<file path="src/rtl/core_frame_loader_pkg.sv">
// Shared definitions for the core-side instruction frame loader: state encodings,
// the NOP instruction value and the Init_R0 field helper shared with the scheduler.
package core_frame_loader_pkg;

  typedef enum logic [1:0] {
    FL_IDLE = 2'd0,
    FL_LOAD = 2'd1,
    FL_RUN  = 2'd2
  } fl_state_e;

  localparam int unsigned FL_NOP = 0;

  // Low bit of core i's field inside the packed Init_R0 vector.
  function automatic int unsigned init_r0_lsb(input int unsigned core_idx,
                                              input int unsigned reg_w);
    return core_idx * reg_w;
  endfunction

  // Index width for n entries, never narrower than one bit.
  function automatic int unsigned idx_w(input int unsigned n);
    return (n > 1) ? $clog2(n) : 1;
  endfunction

endpackage

</file>
<file path="src/rtl/core_frame_loader_frame_buf.sv">
// Staging and committed instruction frame registers with a combinational fetch mux.
// Commit copies staging merged with the part arriving in the same cycle.
module insn_frame_buf
  import core_frame_loader_pkg::*;
#(
  parameter  int unsigned INSN_LOAD_TIME = 4,
  parameter  int unsigned INSN_BUS_WIDTH = 64,
  parameter  int unsigned INSN_WIDTH     = 16,
  parameter  int unsigned CNT_W          = 2,
  parameter  int unsigned ADDR_W         = 4,
  localparam int unsigned FRAME_W        = INSN_LOAD_TIME * INSN_BUS_WIDTH,
  localparam int unsigned INSN_PER_FRAME = FRAME_W / INSN_WIDTH
) (
  input  logic                      clk,
  input  logic                      reset,
  input  logic                      i_part_we,
  input  logic [CNT_W-1:0]          i_part_idx,
  input  logic [INSN_BUS_WIDTH-1:0] i_part_data,
  input  logic                      i_commit,
  input  logic                      i_clear,
  input  logic [ADDR_W-1:0]         i_fetch_addr,
  output logic [INSN_WIDTH-1:0]     o_fetch_insn
);

  logic [INSN_LOAD_TIME-1:0][INSN_BUS_WIDTH-1:0] r_stage;
  logic [INSN_LOAD_TIME-1:0][INSN_BUS_WIDTH-1:0] w_merged;
  logic [FRAME_W-1:0]                            r_frame;
  logic [INSN_WIDTH-1:0]                         w_insn_tab [2**ADDR_W];

  always_comb begin
    w_merged = r_stage;
    if (i_part_we) w_merged[i_part_idx] = i_part_data;
  end

  always_ff @(posedge clk) begin
    if (reset) begin
      r_stage <= '0;
      r_frame <= '0;
    end else begin
      if (i_clear)        r_stage <= '0;
      else if (i_part_we) r_stage <= w_merged;
      if (i_commit)       r_frame <= w_merged;
    end
  end

  // Addresses beyond the frame read as NOP.
  for (genvar k = 0; k < 2**ADDR_W; k++) begin : g_tab
    if (k < INSN_PER_FRAME) begin : g_insn
      assign w_insn_tab[k] = r_frame[k*INSN_WIDTH +: INSN_WIDTH];
    end else begin : g_nop
      assign w_insn_tab[k] = INSN_WIDTH'(FL_NOP);
    end
  end

  assign o_fetch_insn = w_insn_tab[i_fetch_addr];

endmodule

</file>
<file path="src/rtl/core_frame_loader.sv">
// Per-core receiver for scheduler instruction frames: collects parts, commits the frame,
// pulses run/r0_we and reports Ready and sticky protocol errors.
//
// state   | meaning
// FL_IDLE | Ready=1, waiting for part 0 on this core's Start bit
// FL_LOAD | Ready=1, collecting parts 1..INSN_LOAD_TIME-1 in order
// FL_RUN  | Ready=0, core executing committed frame until core_done
module core_frame_loader
  import core_frame_loader_pkg::*;
#(
  parameter  int unsigned CORE_ID        = 0,
  parameter  int unsigned NUM_OF_CORES   = 16,
  parameter  int unsigned INSN_LOAD_TIME = 4,
  parameter  int unsigned INSN_BUS_WIDTH = 64,
  parameter  int unsigned INSN_WIDTH     = 16,
  parameter  int unsigned REG_WIDTH      = 8,
  localparam int unsigned INSN_PER_FRAME = INSN_LOAD_TIME * INSN_BUS_WIDTH / INSN_WIDTH,
  localparam int unsigned CNT_W          = idx_w(INSN_LOAD_TIME),
  localparam int unsigned ADDR_W         = idx_w(INSN_PER_FRAME)
) (
  input  logic                              clk,
  input  logic                              reset,
  input  logic [NUM_OF_CORES-1:0]           Start,
  input  logic [CNT_W-1:0]                  Insn_Load_Counter,
  input  logic [INSN_BUS_WIDTH-1:0]         Insn_Data,
  input  logic [NUM_OF_CORES-1:0]           Init_R0_Vect,
  input  logic [NUM_OF_CORES*REG_WIDTH-1:0] Init_R0,
  output logic                              Ready,
  output logic                              run,
  output logic                              r0_we,
  output logic [REG_WIDTH-1:0]              r0_val,
  input  logic [ADDR_W-1:0]                 fetch_addr,
  output logic [INSN_WIDTH-1:0]             fetch_insn,
  input  logic                              core_done,
  output logic                              seq_err
);

  localparam int unsigned     R0_LSB    = init_r0_lsb(CORE_ID, REG_WIDTH);
  localparam logic [CNT_W-1:0] LAST_PART = CNT_W'(INSN_LOAD_TIME - 1);

  fl_state_e        r_state, w_state_nxt;
  logic [CNT_W-1:0] r_exp, w_exp_nxt;
  logic             r_run, r_r0_pend, r_seq_err;
  logic [REG_WIDTH-1:0] r_r0_val;
  logic             w_start, w_part_we, w_commit, w_clear, w_err_set;

  assign w_start = Start[CORE_ID];

  always_comb begin
    w_state_nxt = r_state;
    w_exp_nxt   = r_exp;
    w_part_we   = 1'b0;
    w_commit    = 1'b0;
    w_clear     = 1'b0;
    w_err_set   = 1'b0;
    case (r_state)
      FL_IDLE: begin
        if (w_start) begin
          if (Insn_Load_Counter == '0) begin
            w_part_we = 1'b1;
            w_exp_nxt = CNT_W'(1);
            if (INSN_LOAD_TIME == 1) begin
              w_commit    = 1'b1;
              w_state_nxt = FL_RUN;
            end else begin
              w_state_nxt = FL_LOAD;
            end
          end else begin
            w_err_set = 1'b1;
          end
        end
      end
      FL_LOAD: begin
        // A stall mid-frame is an abandoned frame, not an error.
        if (!w_start) begin
          w_clear     = 1'b1;
          w_state_nxt = FL_IDLE;
        end else if (Insn_Load_Counter != r_exp) begin
          w_clear     = 1'b1;
          w_err_set   = 1'b1;
          w_state_nxt = FL_IDLE;
        end else begin
          w_part_we = 1'b1;
          if (r_exp == LAST_PART) begin
            w_commit    = 1'b1;
            w_state_nxt = FL_RUN;
          end else begin
            w_exp_nxt = r_exp + 1'b1;
          end
        end
      end
      FL_RUN: begin
        if (w_start)   w_err_set   = 1'b1;
        if (core_done) w_state_nxt = FL_IDLE;
      end
      default: w_state_nxt = FL_IDLE;
    endcase
  end

  always_ff @(posedge clk) begin
    if (reset) begin
      r_state   <= FL_IDLE;
      r_exp     <= '0;
      r_run     <= 1'b0;
      r_r0_pend <= 1'b0;
      r_r0_val  <= '0;
      r_seq_err <= 1'b0;
    end else begin
      r_state <= w_state_nxt;
      r_exp   <= w_exp_nxt;
      r_run   <= w_commit;
      if (w_commit) begin
        r_r0_pend <= Init_R0_Vect[CORE_ID];
        r_r0_val  <= Init_R0[R0_LSB +: REG_WIDTH];
      end
      if (w_err_set) r_seq_err <= 1'b1;
    end
  end

  insn_frame_buf #(
    .INSN_LOAD_TIME (INSN_LOAD_TIME),
    .INSN_BUS_WIDTH (INSN_BUS_WIDTH),
    .INSN_WIDTH     (INSN_WIDTH),
    .CNT_W          (CNT_W),
    .ADDR_W         (ADDR_W)
  ) u_frame_buf (
    .clk          (clk),
    .reset        (reset),
    .i_part_we    (w_part_we),
    .i_part_idx   (Insn_Load_Counter),
    .i_part_data  (Insn_Data),
    .i_commit     (w_commit),
    .i_clear      (w_clear),
    .i_fetch_addr (fetch_addr),
    .o_fetch_insn (fetch_insn)
  );

  assign Ready   = (r_state != FL_RUN);
  assign run     = r_run;
  assign r0_we   = r_run & r_r0_pend;
  assign r0_val  = r_r0_val;
  assign seq_err = r_seq_err;

endmodule

</file>
<file path="config.mk">
export PLATFORM = sky130hd
export DESIGN_NAME = core_frame_loader
export DESIGN_NICKNAME = d
export VERILOG_FILES = /design/src/rtl/core_frame_loader_pkg.sv /design/src/rtl/core_frame_loader_frame_buf.sv /design/src/rtl/core_frame_loader.sv
export SDC_FILE = /design/constraint.sdc
export NUM_CORES = 1
export LEC_CHECK = 0
export ABC_AREA = 1
export BUFFER_PORTS_ARGS = -buffer_cell sky130_fd_sc_hd__clkbuf_2
export CORE_MARGIN = 2
export CORE_UTILIZATION = 54
export CTS_CLUSTER_DIAMETER = 150
export DETAILED_ROUTE_END_ITERATION = 10
export HOLD_SLACK_MARGIN = 0.15
export PLACE_DENSITY = 0.84
export SYNTH_ARGS = -nofsm -noshare
export SYNTH_HDL_FRONTEND = slang
export SYNTH_HIERARCHICAL = 1
export SYNTH_SLANG_ARGS = --single-unit
export TNS_END_PERCENT = 5
</file>
<file path="constraint.sdc">
create_clock -name clk -period 3.1 [get_ports clk]
set_input_delay 0 -clock clk [delete_from_list [all_inputs] [get_ports clk]]
set_output_delay 0 -clock clk [all_outputs]
set_load 0.05 [all_outputs]
</file>
== Word-level counts from Yosys, hierarchy flattened ==
Index checks and enable logic that the tools add are counted.

* Mux-type cells: 35
* Bitwise gates (word level): 2
* Reductions and logical operators: 7
* Equality and inequality tests: 12
* Add/sub/neg operators: 1
* Order comparisons: 3

{| class="wikitable"
|+ Operator list
! cell !! number
|-
| 256-bit bitwise mux || 1
|-
| 256-bit two-way mux || 1
|-
| 64-bit demux with 2-bit select || 1
|-
| 16-bit binary-select mux with 4-bit select || 1
|-
| 64-bit two-way mux || 1
|-
| 16-bit two-way mux || 2
|-
| 2-bit two-way mux || 9
|-
| 1-bit two-way mux || 15
|-
| 2-bit inequality test, second input constant || 7
|-
| 2-bit one-hot mux with 3 select lines || 1
|-
| 6-bit AND reduction || 1
|-
| 5-bit greater-or-equal comparator, second input constant || 1
|-
| 4-bit NOT with 5-bit output || 1
|-
| 2-bit equality test, second input constant || 2
|-
| 2-bit logical NOT || 2
|-
| 4-bit inequality test, second input constant || 1
|-
| 2-bit one-hot mux with 2 select lines || 1
|-
| 4-bit AND reduction || 1
|-
| 2-bit by 3-bit < comparator with 1-bit output, second input constant || 1
|-
| 1-bit one-hot mux with 3 select lines || 1
|-
| 2-bit by 1-bit adder with 2-bit output, second input constant || 1
|-
| 2-bit by 1-bit equality test with 1-bit output, second input constant || 1
|-
| 2-bit by 1-bit greater-or-equal comparator with 1-bit output, second input constant || 1
|-
| 2-bit inequality test || 1
|-
| other kinds (5) || 5
|}

* Register bits: 527
* Logic and storage cells: 71
* Output and inout bits: 28
* Bits of input ports: 233

== Logic depth before layout (Yosys ltp) ==
* Word-level depth: 6
* Mapped depth: 16
* Gate-level depth less buffers: 13

== Hierarchy ==
The synthesis kept the hierarchy.

{| class="wikitable"
|+ Modules (own cells, without submodules)
! module !! sequential area each (um2) !! times used !! area an instance (um2) !! cells each
|-
| insn_frame_buf || 10249.8 || 1 || 22631.7 || 3369
|-
| core_frame_loader || 300.3 || 1 || 688.2 || 99
|}

== Least setup slack after synthesis ==
Ideal clock, no wire load.

* Kind: register to register
* Start: reg r_exp[0]
* End: reg u_frame_buf.r_frame[129]
* Data arrival time: 1.752 ns
* Clock period less this slack: 1.861 ns
* Cell stages (with the launch flop): 14
* Setup time: 0.109 ns
* Setup slack: 1.239 ns
* Data required time: 2.991 ns
* Buffers on the path: 4
* Path through: dfxtp_1 -> ha_1 -> inv_1 -> nor2_4 -> nand2_2 -> inv_2 -> buf_6 -> inv_2 -> buf_2 -> buf_4 -> clkbuf_1 -> a21oi_1 -> nand2_1 -> inv_1

* Cells in the longest elaborated chain, start to end: 5
* Elaborated cells on any way between the ends: 10
* Those cells by class: 2 x eq/ne; 8 x mux

{| class="wikitable"
|+ Ends and longest elaborated chain
! what !! line !! text
|-
| start: declaration || core_frame_loader.sv:42 || <nowiki>logic [CNT_W-1:0] r_exp, w_exp_nxt;</nowiki>
|-
| start signal: assignment || core_frame_loader.sv:110 || <nowiki>r_exp <= w_exp_nxt;</nowiki>
|-
| 2-bit equality test || core_frame_loader.sv:84 || <nowiki>if (r_exp == LAST_PART) begin</nowiki>
|-
| 1-bit two-way mux || core_frame_loader.sv:84 ||
|-
| 1-bit two-way mux * || core_frame_loader.sv:78 || <nowiki>end else if (Insn_Load_Counter != r_exp) begin</nowiki>
|-
| 1-bit two-way mux * || core_frame_loader.sv:75 || <nowiki>if (!w_start) begin</nowiki>
|-
| 1-bit two-way mux * || core_frame_loader.sv:56 || <nowiki>case (r_state)</nowiki>
|-
| named net w_commit || core_frame_loader.sv:45 || <nowiki>logic w_start, w_part_we, w_commit, w_clear, w_err_set;</nowiki>
|-
| end signal: assignment || core_frame_loader_frame_buf.sv:42 || <nowiki>if (i_commit) r_frame <= w_merged;</nowiki>
|-
| end: declaration || core_frame_loader_frame_buf.sv:27 || <nowiki>logic [FRAME_W-1:0] r_frame;</nowiki>
|}

Mark *: on every way through the listed nets, which the timed path passes. The rest lies on a longest branch.
A chain may end at the register's enable or synchronous reset.

== Worst setup path after layout ==
* Start: reg r_exp[0]
* End: reg u_frame_buf.r_frame[109]

* Cells in the longest elaborated chain, start to end: 5
* Elaborated cells on any way between the ends: 10
* Those cells by class: 2 x eq/ne; 8 x mux

{| class="wikitable"
|+ Ends and longest elaborated chain
! what !! line
|-
| 2-bit inequality test or 2-bit equality test (tied branches) || core_frame_loader.sv:78, core_frame_loader.sv:84
|-
| 1-bit two-way mux (on tied branches) || core_frame_loader.sv:78, core_frame_loader.sv:84
|-
| 1-bit two-way mux (on tied branches) || core_frame_loader.sv:75, core_frame_loader.sv:78
|-
| 1-bit one-hot mux with 2 select lines or 1-bit two-way mux (tied branches) || core_frame_loader.sv:56, core_frame_loader.sv:75
|-
| 256-bit two-way mux or 1-bit two-way mux (tied branches) || core_frame_loader_frame_buf.sv:32, core_frame_loader.sv:56
|}

Several ways; a longest one is shown, not always the timed one.

==> out/results.ini <==
[run_status]
status = finished, final reports clean

[sta]
fin_tns_setup_ps = 0
drv_slew = 0
hold_violations = 0
setup_slack_ps = 168
finalSetupViolations = 0
fin_crit_sh_pct = 94.6
hold_ws_ps = 218
rsz0062_at_grt = no
period_minus_slack_ps = 2930
tightestPinTransition_ps = 1180
relSlewSlack_pct = 21.6
fin_skew_ps = 21.9
fmax_mhz = 341

[critical_path]
path_max_fanout = 84
critPathArrivalTime_ps = 3400
cp.required_ps = 3560
crit_type = register to register
startpoint_type = register
endpoint_kind = register

[clock_tree]
clock_sinks = 527
htree_levels = 2
cts_tree = done
clk_latency_ps = 580
cts.reportedPaths.clkPinSlew_ps = 60
cts_setup_buffers = 0
clockBufferDepth = 3
cts_made_buffers = 53
clock-root-buffer = clkbuf_16

[global_routing]
grt_pass1_vias = 19677
grt-ovfl-total = 0
grt_max_degree = 230
grt_use_total_pct = 28.2
grt_pass1_wl_um = 101000
antenna_found_initial = 2

[yosys]
syn_area_um2 = 23300
ys_types = 22
synth_warnings = 6
netlist_instances = 3468
avgSynthCellArea_um2 = 6.72
synth-seq-cells = 527
seq_area_frac_synth_pct = 45.2
synth_nets = 3702

[power]
p_total_mw = 14.3
power.density_nw_per_um2 = 536
p_leak_nw = 13.2
ir_drop_mv = 0.533

[placed_design]
placed_cell_area_um2 = 24100
place.port_buffers = 110
place.gp.congestion = 0.881
dp_cells = 3955
place_ws_ps = 600
dp_hpwl_um = 36900

[cells_and_area]
synthToLayoutAreaGrowth_pct = 14.2
stdcell_count = 4128
ff_latch_area_um2 = 10600
drive_gt1_share_pct = 6.63
multi_input_area_um2 = 9080
final_area_um2 = 26600
fin_util_pct = 62.1
nNetsFinal = 3740
diodes = 0
num-fill-cells = 3762

[floorplan]
initial_core_util_pct = 54.4
fp.dieH_um = 212
rows = 76
core_um2 = 42900
fp.dieW_um = 212
die_area_um2 = 44900
io_pins = 261

[route]
drt_iter0_drc = 2365
postRouteAntennaNets = 0
routed_wl_um = 63900
via_per_inst = 5.14
wl_per_cell_um = 15.5
vias = 21226
drc = 0
first_pass_iters = 7

[min_path]
hold_class = primary input to register

[run]
cap_violations = 0

==> synthesized netlist by cell type <==
cell type / n / area (um^2)
buf_1: 39 / 146
a21oi_1: 258 / 1290
nor2_4: 2 / 22.5
nor2_1: 156 / 586
buf_2: 47 / 235
clkbuf_1: 142 / 533
inv_2: 6 / 22.5
or2_1: 1 / 6.26
buf_4: 4 / 30.0
ha_1: 1 / 12.5
nand4_1: 2 / 12.5
inv_1: 721 / 2710
o21ai_0: 334 / 1670
nand3_1: 231 / 1160
buf_6: 5 / 56.3
nand2_1: 804 / 3020
nor3_1: 1 / 5.00
nand2_2: 1 / 6.26
o21ai_2: 1 / 8.76
dfxtp_1: 527 / 10600
nor3b_1: 127 / 953
o21ai_1: 58 / 290
==> sequential cells by signal (all words and copies together) (netlist names) <==
signal	cells
seq_err	1
run	1
r0_val	8
r_exp	2
u_frame_buf/r_frame	256
r_state	2
r_r0_pend	1
u_frame_buf/r_stage	256
==> cells by family (layout without fill, tap and decap cells) <==
kind of cell,Yosys count,after routing,share of synthesized area [%]
and+or+nand+nor,1325,1325,24.7
buffers and inverters,964,1039,16.0
AOI/OAI and AO/OA,651,651,14.0
DFF,527,527,45.2
adders and majority gates,1,1,0.0536
==> area by class of cell <==
type / instances / area share, %
sequential: 527 / 39.6
tap: 585 / 2.75
multi-input combinational: 1977 / 34.1
clock inverter: 12 / 0.549
clock buffer: 80 / 5.89
timing repair buffer: 220 / 6.82
inverter: 727 / 10.3
==> worst max-delay path, stage by stage (launching register included) <==
cell and delay (ps):
dfxtp_1 380, inv_2 60, nand2_1 60, nand2_1 70, nand3_1 90, dlygate4sd3_1 570
inv_1 70, nand2_2 210, inv_4 140, inv_8 350, buf_12 350, a21oi_1 120
o21ai_0 160, inv_1 80
==> per-layer routing <==
layer / part of all wire [%] / up-vias / track usage (%)
met4: 3.8 / 2 / 11.7
met1: 42 / 9599 / 36.6
li1: - / 10627 / -
met3: 7.0 / 134 / 3.31
met2: 47 / 864 / 47.7
met5: 0.025 / - / 0
==> power by group <==
group / leakage, nW / switching (mW) / internal, mW
clock: 0.849 / 2.61 / 3.72
sequential: 4.25 / 0.0171 / 6.83
combinational: 8.13 / 0.772 / 0.323
total: 13.2 / 3.40 / 10.9
==> what timing repair did <==
item | in CTS | in global routing
hold endpoints to repair | 527 | 0
hold buffers | 80 | 0
setup endpoints to repair | 0 | 1
gates resized for setup | 0 | 2
==> placed cells by master (no fill, tap or decap), drive strengths merged <==
master	n
clkinv	10
clkbuf	189
o21ai	393
dlygate4sd3	80
nor3	1
dfxtp	527
nand4	2
ha	1
nor3b	127
inv	726
or2	1
bufinv	3
buf	31
nor2	158
nand3	231
nand2	805
a21oi	258
==> path summary, 6_finish.rpt <==
kind	end	cells after the start	startpoint	slack [ps]
max reg2reg	u_frame_buf/r_frame[109]$_SDFFE_PP0P_	13	r_exp[0]$_SDFFE_PP0P_	170
max	u_frame_buf/r_frame[109]$_SDFFE_PP0P_	13	r_exp[0]$_SDFFE_PP0P_	170
min	r0_val[2]$_SDFFE_PP0P_	4	Init_R0[2]	220
min reg2reg	r0_val[4]$_SDFFE_PP0P_	2	r0_val[4]$_SDFFE_PP0P_	480
(Power assumes the default switching activity.)
